## src/rtl/store_buffer.sv

```systemverilog
// store_buffer: in-order FIFO of CPU stores drained to a single-port data memory when loads leave the port idle
// Ports: clk/rst (sync, active high); cpu_we/cpu_re/cpu_byte_op/cpu_addr/cpu_wdata request in, cpu_rdata/cpu_stall out;
// mem_we/mem_byte_op/mem_addr/mem_wdata drive the memory, mem_rdata is its combinational read data;
// sb_count/sb_empty report occupancy. Define STORE_BUFFER_FWD_EN to forward word-store data to matching word loads.
module store_buffer #(
  parameter int ADDRESS_WIDTH = 32,
  parameter int DATA_WIDTH = 32,
  parameter int DEPTH = 4
) (
  input  logic                     clk,
  input  logic                     rst,
  input  logic                     cpu_we,
  input  logic                     cpu_re,
  input  logic                     cpu_byte_op,
  input  logic [ADDRESS_WIDTH-1:0] cpu_addr,
  input  logic [DATA_WIDTH-1:0]    cpu_wdata,
  output logic [DATA_WIDTH-1:0]    cpu_rdata,
  output logic                     cpu_stall,
  output logic                     mem_we,
  output logic                     mem_byte_op,
  output logic [ADDRESS_WIDTH-1:0] mem_addr,
  output logic [DATA_WIDTH-1:0]    mem_wdata,
  input  logic [DATA_WIDTH-1:0]    mem_rdata,
  output logic [$clog2(DEPTH):0]   sb_count,
  output logic                     sb_empty
);
  localparam int PW = $clog2(DEPTH);
  localparam int CW = PW + 1;
  logic [ADDRESS_WIDTH-1:0] addr_q [DEPTH];
  logic [DATA_WIDTH-1:0] data_q [DEPTH];
  logic [DEPTH-1:0] byte_q;
  logic [PW-1:0] head_q, head_d, tail_q, tail_d;
  logic [CW-1:0] count_q, count_d;
  logic full, empty, load, match, fwd, hz_stall, st_stall, drain, push;
`ifdef STORE_BUFFER_FWD_EN
  logic young_byte;
  logic [DATA_WIDTH-1:0] young_data;
`endif
  // scan from head to tail so the last hit is the youngest matching store
  always_comb begin
    match = 1'b0;
`ifdef STORE_BUFFER_FWD_EN
    young_byte = 1'b0;
    young_data = '0;
`endif
    for (int i = 0; i < DEPTH; i++) begin
      if (CW'(i) < count_q && addr_q[head_q + PW'(i)][ADDRESS_WIDTH-1:2] == cpu_addr[ADDRESS_WIDTH-1:2]) begin
        match = 1'b1;
`ifdef STORE_BUFFER_FWD_EN
        young_byte = byte_q[head_q + PW'(i)];
        young_data = data_q[head_q + PW'(i)];
`endif
      end
    end
  end
  assign full = count_q == CW'(DEPTH);
  assign empty = count_q == '0;
  // a simultaneous store+load is a store: it never hazard-stalls, but cpu_re still claims the port
  assign load = cpu_re & ~cpu_we;
`ifdef STORE_BUFFER_FWD_EN
  assign fwd = load & match & ~cpu_byte_op & ~young_byte;
  assign cpu_rdata = fwd ? young_data : mem_rdata;
`else
  assign fwd = 1'b0;
  assign cpu_rdata = mem_rdata;
`endif
  assign hz_stall = load & match & ~fwd;
  assign st_stall = cpu_we & full;
  // a full buffer always drains so a blocked store cannot deadlock behind a held load
  assign drain = ~rst & ~empty & (~cpu_re | hz_stall | fwd | st_stall);
  assign push = ~rst & cpu_we & ~full;
  assign cpu_stall = ~rst & (hz_stall | st_stall);
  assign mem_we = drain;
  assign mem_addr = drain ? addr_q[head_q] : cpu_addr;
  assign mem_wdata = drain ? data_q[head_q] : cpu_wdata;
  assign mem_byte_op = drain ? byte_q[head_q] : cpu_byte_op;
  assign head_d = head_q + PW'(drain);
  assign tail_d = tail_q + PW'(push);
  assign count_d = count_q + CW'(push) - CW'(drain);
  assign sb_count = count_q;
  assign sb_empty = empty;
  always_ff @(posedge clk) begin
    if (rst) begin
      head_q <= '0;
      tail_q <= '0;
      count_q <= '0;
    end else begin
      head_q <= head_d;
      tail_q <= tail_d;
      count_q <= count_d;
    end
  end
  // payload needs no reset: occupancy alone decides which entries are live
  always_ff @(posedge clk) begin
    if (push) begin
      addr_q[tail_q] <= cpu_addr;
      data_q[tail_q] <= cpu_wdata;
      byte_q[tail_q] <= cpu_byte_op;
    end
  end
endmodule

```

## config.mk

```make
export PLATFORM = sky130hd
export DESIGN_NAME = store_buffer
export DESIGN_NICKNAME = d
export VERILOG_FILES = /design/src/rtl/store_buffer.sv
export SDC_FILE = /design/constraint.sdc
export NUM_CORES = 1
export LEC_CHECK = 0
export BUFFER_PORTS_ARGS = -buffer_cell sky130_fd_sc_hd__buf_4
export CAP_MARGIN = 20
export CORE_MARGIN = 2
export CORE_UTILIZATION = 40
export DETAILED_ROUTE_END_ITERATION = 7
export GPL_TIMING_DRIVEN = 0
export SLEW_MARGIN = 40
export SYNTH_ARGS = -nofsm -noshare
export SYNTH_HDL_FRONTEND = slang
export SYNTH_SLANG_ARGS = --single-unit
export TNS_END_PERCENT = 5
```

## constraint.sdc

```tcl
create_clock -name clk -period 11.4 [get_ports clk]
set_input_delay 2.28 -clock clk [delete_from_list [all_inputs] [get_ports clk]]
set_output_delay 2.28 -clock clk [all_outputs]
set_load 0.03 [all_outputs]
```

# Word level (Yosys, flattened, before mapping)
# Memories as Yosys holds them, arrays and structs flattened. A register that Yosys moved wholly into a read port is not among the register bits.
# Cells that the tools add are included.
[classes]
eq_ne = 5
addsub = 7
magnitude_cmp = 7
n_reduce_logical = 6
bitwise_logic = 16
muxes = 16
[op_table]
columns = ["cell", "n"]
rows = [
  ["== test 30 bit", 4],
  ["two-way mux 32 bit", 2],
  ["two-way mux 1 bit", 9],
  ["bitwise AND 1 bit", 8],
  ["< comparator 1 x 3 -> 1 bit, first input constant", 2],
  ["< comparator 2 x 3 -> 1 bit, first input constant", 2],
  ["< comparator 2 x 3 -> 1 bit, second input constant", 2],
  ["logical AND 1 bit", 5],
  ["inverter 1 bit", 5],
  ["adder 2 x 1 -> 2 bit", 2],
  ["adder 2 bit, second input constant", 2],
  ["bitwise mux 4 bit", 1],
  ["two-way mux 2 bit", 2],
  ["adder 3 x 1 -> 3 bit", 1],
  ["== test 3 bit, second input constant", 1],
  ["zero test 3 bit", 1],
  ["OR 1 bit", 3],
  ["subtractor 3 x 1 -> 3 bit", 1],
  ["adder 2 x 1 -> 2 bit, second input constant", 1],
  ["binary-select mux 1 bit (select 2 bit)", 1],
  ["demux 1 bit (select 2 bit)", 1],
  ["greater-or-equal comparator 2 x 1 -> 1 bit, second input constant", 1],
]
[totals]
ff_bits = 11
word_cells = 63
mem_count = 2
mem_bits_rw = 256
[memory_table]
columns = ["name", "words", "word_bits", "read_ports", "rd_clocked_by_memory_dff", "wr", "line_no", "text"]
rows = [
  ["addr_q", 4, 32, 4, 1, 1, "29", "logic [ADDRESS_WIDTH-1:0] addr_q [DEPTH];"],
  ["data_q", 4, 32, 1, 1, 1, "30", "logic [DATA_WIDTH-1:0] data_q [DEPTH];"],
]

# Logic depth before layout (Yosys ltp)
# An unclocked memory read counts as a cell.
[depth]
word_depth = 13
ltp_mapped = 22

# Worst setup path before layout
# OpenSTA, ideal clock, no wires.
[synth_path]
path_type = "input port to flip-flop"
from = "input port cpu_we"
to = "memory addr_q[1][0] (enable)"
path_stages = 3
arrival_ns = 7.526
slack_ns = 3.293
path_buffers = 1
required_ns = 10.818
path_cell_list = "clkbuf_1 -> nand3b_1 -> nor3b_1"
[synth_via]
elab_chain_cells = 4
[synth_rtl]
columns = ["element", "line_no", "text"]
rows = [
  ["from (decl)", "12", "input logic cpu_we,"],
  ["bitwise AND 1 bit (2 in a row)", "71", "assign push = ~rst & cpu_we & ~full;"],
  ["two-way mux 1 bit", "95", "if (push) begin"],
  ["two-way mux 1 bit (not written as such)", "96", "addr_q[tail_q] <= cpu_addr;"],
  ["to (decl)", "29", ""],
]
# No other way between the ends.

# Worst setup path in the final report
[layout_path]
from = "input port cpu_addr[9]"
to = "output port mem_we"
[layout_via]
elab_chain_cells = 10
elab_cells_between_ends = 16
[layout_rtl]
columns = ["element", "line_no", "text"]
rows = [
  ["from (decl)", "15", "input logic [ADDRESS_WIDTH-1:0] cpu_addr,"],
  ["== test 30 bit", "47", "if (CW'(i) < count_q && addr_q[head_q + PW'(i)][ADDRESS_WIDTH-1:2] == cpu_addr[ADDRESS_WIDTH-1:2]) begin"],
  ["logical AND 1 bit", "47", ""],
  ["two-way mux 1 bit (3 in a row)", "47", ""],
  ["two-way mux 1 bit (*)", "47", ""],
  ["bitwise AND 1 bit (*)", "67", "assign hz_stall = load & match & ~fwd;"],
  ["OR 1 bit (*) (2 in a row)", "70", "assign drain = ~rst & ~empty & (~cpu_re | hz_stall | fwd | st_stall);"],
  ["bitwise AND 1 bit (*)", "70", ""],
  ["to (decl)", "19", "output logic mem_we,"],
]
# Mark *: on every way between the ends. The rest lies on a longest branch, timed or not.

==> flow_metrics.py <==
metrics = {
    "timing": {
        "final.min_clock_period_ns": 8.064,
        "fin_crit_sh_pct": 70.73,
        "fin_skew_ns": 0.02045,
        "setup_violations": 0,
        "hold_viol_final": 0,
        "fmax_mhz": 124.0,
        "rsz0062_at_grt": "false",
        "relSlewSlack_pct": 39.39,
        "worst_pin_slew_ns": 0.9091,
        "holdWs_ns": 0.6319,
        "slew_viol_final": 0,
        "finalWorstSetupSlack_ns": 3.336,
    },
    "clocking": {
        "clk_latency_ns": 0.61,
        "cts-root-buf": "clkbuf_16",
        "cts_buffer_depth": 3,
        "cts.clk_slew.worst_paths_ns": 0.06,
        "cts_hold_buf": 0,
        "postCtsSetupRepairBufs": 0,
        "clkSinkCount": 267,
        "cts.repair.resized": 0,
        "cts_htree_levels": 1,
        "cts_made_buffers": 31,
        "cts_tree": "done",
    },
    "synthesis": {
        "synth-edff-count": 260,
        "yosys.area.top_type": "edfxtp_1",
        "ys_seq_elements": 267,
        "ys_seq_area_share_pct": 47.37,
        "async_reset_ff_share_pct": 0,
        "yosysWarnings": 0,
        "syn_inst": 1424,
        "yosys.area.top_type_share_pct": 46.54,
        "synth_most_common_cell": "edfxtp_1",
        "synthTopCellsByArea": "edfxtp_1 (47%), mux2i_1 (11%), mux4_2 (6.8%), a21oi_1 (4.3%), a22oi_1 (4.2%)",
        "avgSynthCellArea_um2": 11.78,
        "syn-num-nets": 1532,
        "netlist_area_um2": 16780,
        "synthFlopType": "edfxtp_1",
        "synth_cell_types": 63,
        "netlist_top_cells_count": "edfxtp_1 (260), mux2i_1 (190), a21oi_1 (143)",
    },
    "global_route": {
        "grt_pass1_wl_um": 87530,
        "antenna_found_initial": 0,
        "grt_pass1_vias": 13410,
        "grtUsageTotal_pct": 26.95,
        "grt_overflow": 0,
        "grt_max_degree": 25,
    },
    "power": {
        "p_clk_share_pct": 25.7,
        "power_leakage_uw": 0.007249,
        "p_seq_share_pct": 29.8,
        "switchingPower_uw": 1537,
        "p_per_area_nw_per_um2": 193.6,
        "sw_frac_of_total_pct": 39.51,
        "vdd_drop_max_v": 0.0001609,
        "p_comb_share_pct": 44.5,
        "intPower_uw": 2353,
    },
    "finish": {
        "nNetsFinal": 1768,
        "drive_gt1_share_pct": 24.35,
        "syn_to_final_growth_pct": 19.76,
        "diodes": 0,
        "final_area_um2": 20090,
        "ff_latch_area_um2": 7948,
        "multi_input_area_um2": 7930,
        "nFillCells": 3830,
    },
    "place": {
        "finalWeightedCongestion": 0.9447,
        "post-place-ws_ns": 3.370,
        "dp_hpwl_um": 45360,
        "placed_area_um2": 19080,
        "portBuffers": 171,
    },
    "setup_path": {
        "worstSetupPathType": "primary input to output port",
        "end_kind": "output port",
        "critPathTopFamily": "buffers and inverters",
        "worstPathMaxFanout": 10,
        "worst-path-buf-inv": 7,
        "required_ns": 9.12,
        "critPathArrivalTime_ns": 5.78,
        "slowest_delay_ns": 0.53,
        "crit_top_cell": "clkbuf_1",
        "slowest_stage": "clkbuf_1",
        "crit_chain": "buf_4, clkbuf_1, clkbuf_1, o22a_1, a31oi_1, nor4_1, o2111ai_1, o22ai_1, and3b_1, clkbuf_1, buf_6, buf_6, a211oi_2, buf_4",
        "setup.worst_path.start_class": "primary input",
    },
    "die": {
        "dieArea_um2": 43600,
        "core_um2": 41670,
        "initial_core_util_pct": 40.26,
        "std_cell_rows": 75,
        "die_width_um": 208.8,
        "num_io_pins": 204,
        "die_h_um": 208.8,
    },
    "flow_run": {
        "maxCapViolCount": 0,
    },
    "detailed_routing": {
        "viasPerCell": 6.133,
        "dr.pass1.iters": 8,
        "drt_iter0_markers": 1291,
        "wl_per_cell_um": 26.82,
        "top_layer": "met4",
        "drc": 0,
        "antenna_left": 0,
        "vias": 13630,
        "wl_um": 59620,
        "dr_wl_met2_um": 28960,
        "wl_met3_um": 4843,
        "met1_length_um": 24060,
    },
    "min_path": {
        "hold_class": "flip-flop to flip-flop",
    },
    "run_status": {
        "run_status": "complete, no violations",
    },
}
[power groups by stage]
| stage | clock, uW | combinational (uW) | sequential (uW) |
|---|---|---|---|
| floorplan | 0 | 1120 | 1180 |
| global placement | 0 | 1680 | 1190 |
| detailed placement | 0 | 1710 | 1180 |
| CTS | 1010 | 1720 | 1160 |
| global route | 1050 | 1850 | 1160 |
| finish | 1000 | 1730 | 1160 |
[flip-flops by register name (all words and copies together) (netlist names)]
signal,flops
sb_count,3
tail_q,2
addr_q,128
head_q,2
byte_q,4
data_q,128
[routing by layer]
metal  track usage, %  vias up
met5                0        -
met4            7.709        0
met3            5.380       93
met2            45.90      622
met1            34.90     6905
li1                 -     6013
[cells in the final DEF (no fill, tap or decap), types with 18 or more instances in the layout]
cell / count
buf_2: 26
o21ai_0: 67
mux2_2: 21
o221ai_1: 18
xnor2_1: 54
clkbuf_1: 85
nand2_1: 74
a22oi_1: 93
nor2_1: 64
mux2i_1: 190
buf_4: 229
xor2_1: 47
a21oi_1: 143
mux4_2: 51
edfxtp_1: 260
clkbuf_16: 31
[path summary, 6_finish.rpt]
| check | endpoint | cells past startpoint | startpoint | slack [ns] |
|---|---|---|---|---|
| worst max-delay path | mem_we | 14 | cpu_addr[9] | 3.34 |
| worst min-delay path | tail_q[1] | 2 | tail_q[1] | 0.63 |
| worst max register to register | sb_count[1] | 18 | head_q[0] | 6.06 |
| worst min register to register | tail_q[1] | 2 | tail_q[1] | 0.63 |
[worst min-delay path: stages (launching register included)]
cell     delay, ns
dfxtp_1       0.36
xnor2_1       0.18
nor2_1        0.04
[cell families after synthesis]
| family | count (synthesis) | synth area share [%] |
|---|---|---|
| and+or+nand+nor | 210 | 5.646 |
| adders and majority gates | 7 | 0.5668 |
| AOI/OAI and AO/OA | 401 | 15.26 |
| xor gates and xnor gates | 102 | 5.370 |
| DFF | 267 | 47.37 |
| muxes | 268 | 20.25 |
| buffers and inverters | 169 | 5.534 |
[through the flow]
step,TNS (ns),std cells,total power [uW],util (%)
6_report,0,2223,3889,48.22
5_1_grt,0,2223,4062,48.22
4_1_cts,0,2223,3891,48.21
3_5_place_dp,0,2166,2891,45.79
3_3_place_gp,-154.55,2134,2867,44.96
2_1_floorplan,0,1424,2306,-
[final cells by class]
class | instances | share of cell area, %
Timing Repair Buffer | 203 | 7.972
Buffer | 158 | 4.416
Multi-Input combinational cell | 988 | 39.47
Inverter | 11 | 0.2055
Tap cell | 539 | 3.357
Clock buffer | 43 | 4.085
Sequential cell | 267 | 39.56
Clock inverter | 14 | 0.9342
No activity file was read; power rests on OpenSTA's default activity.
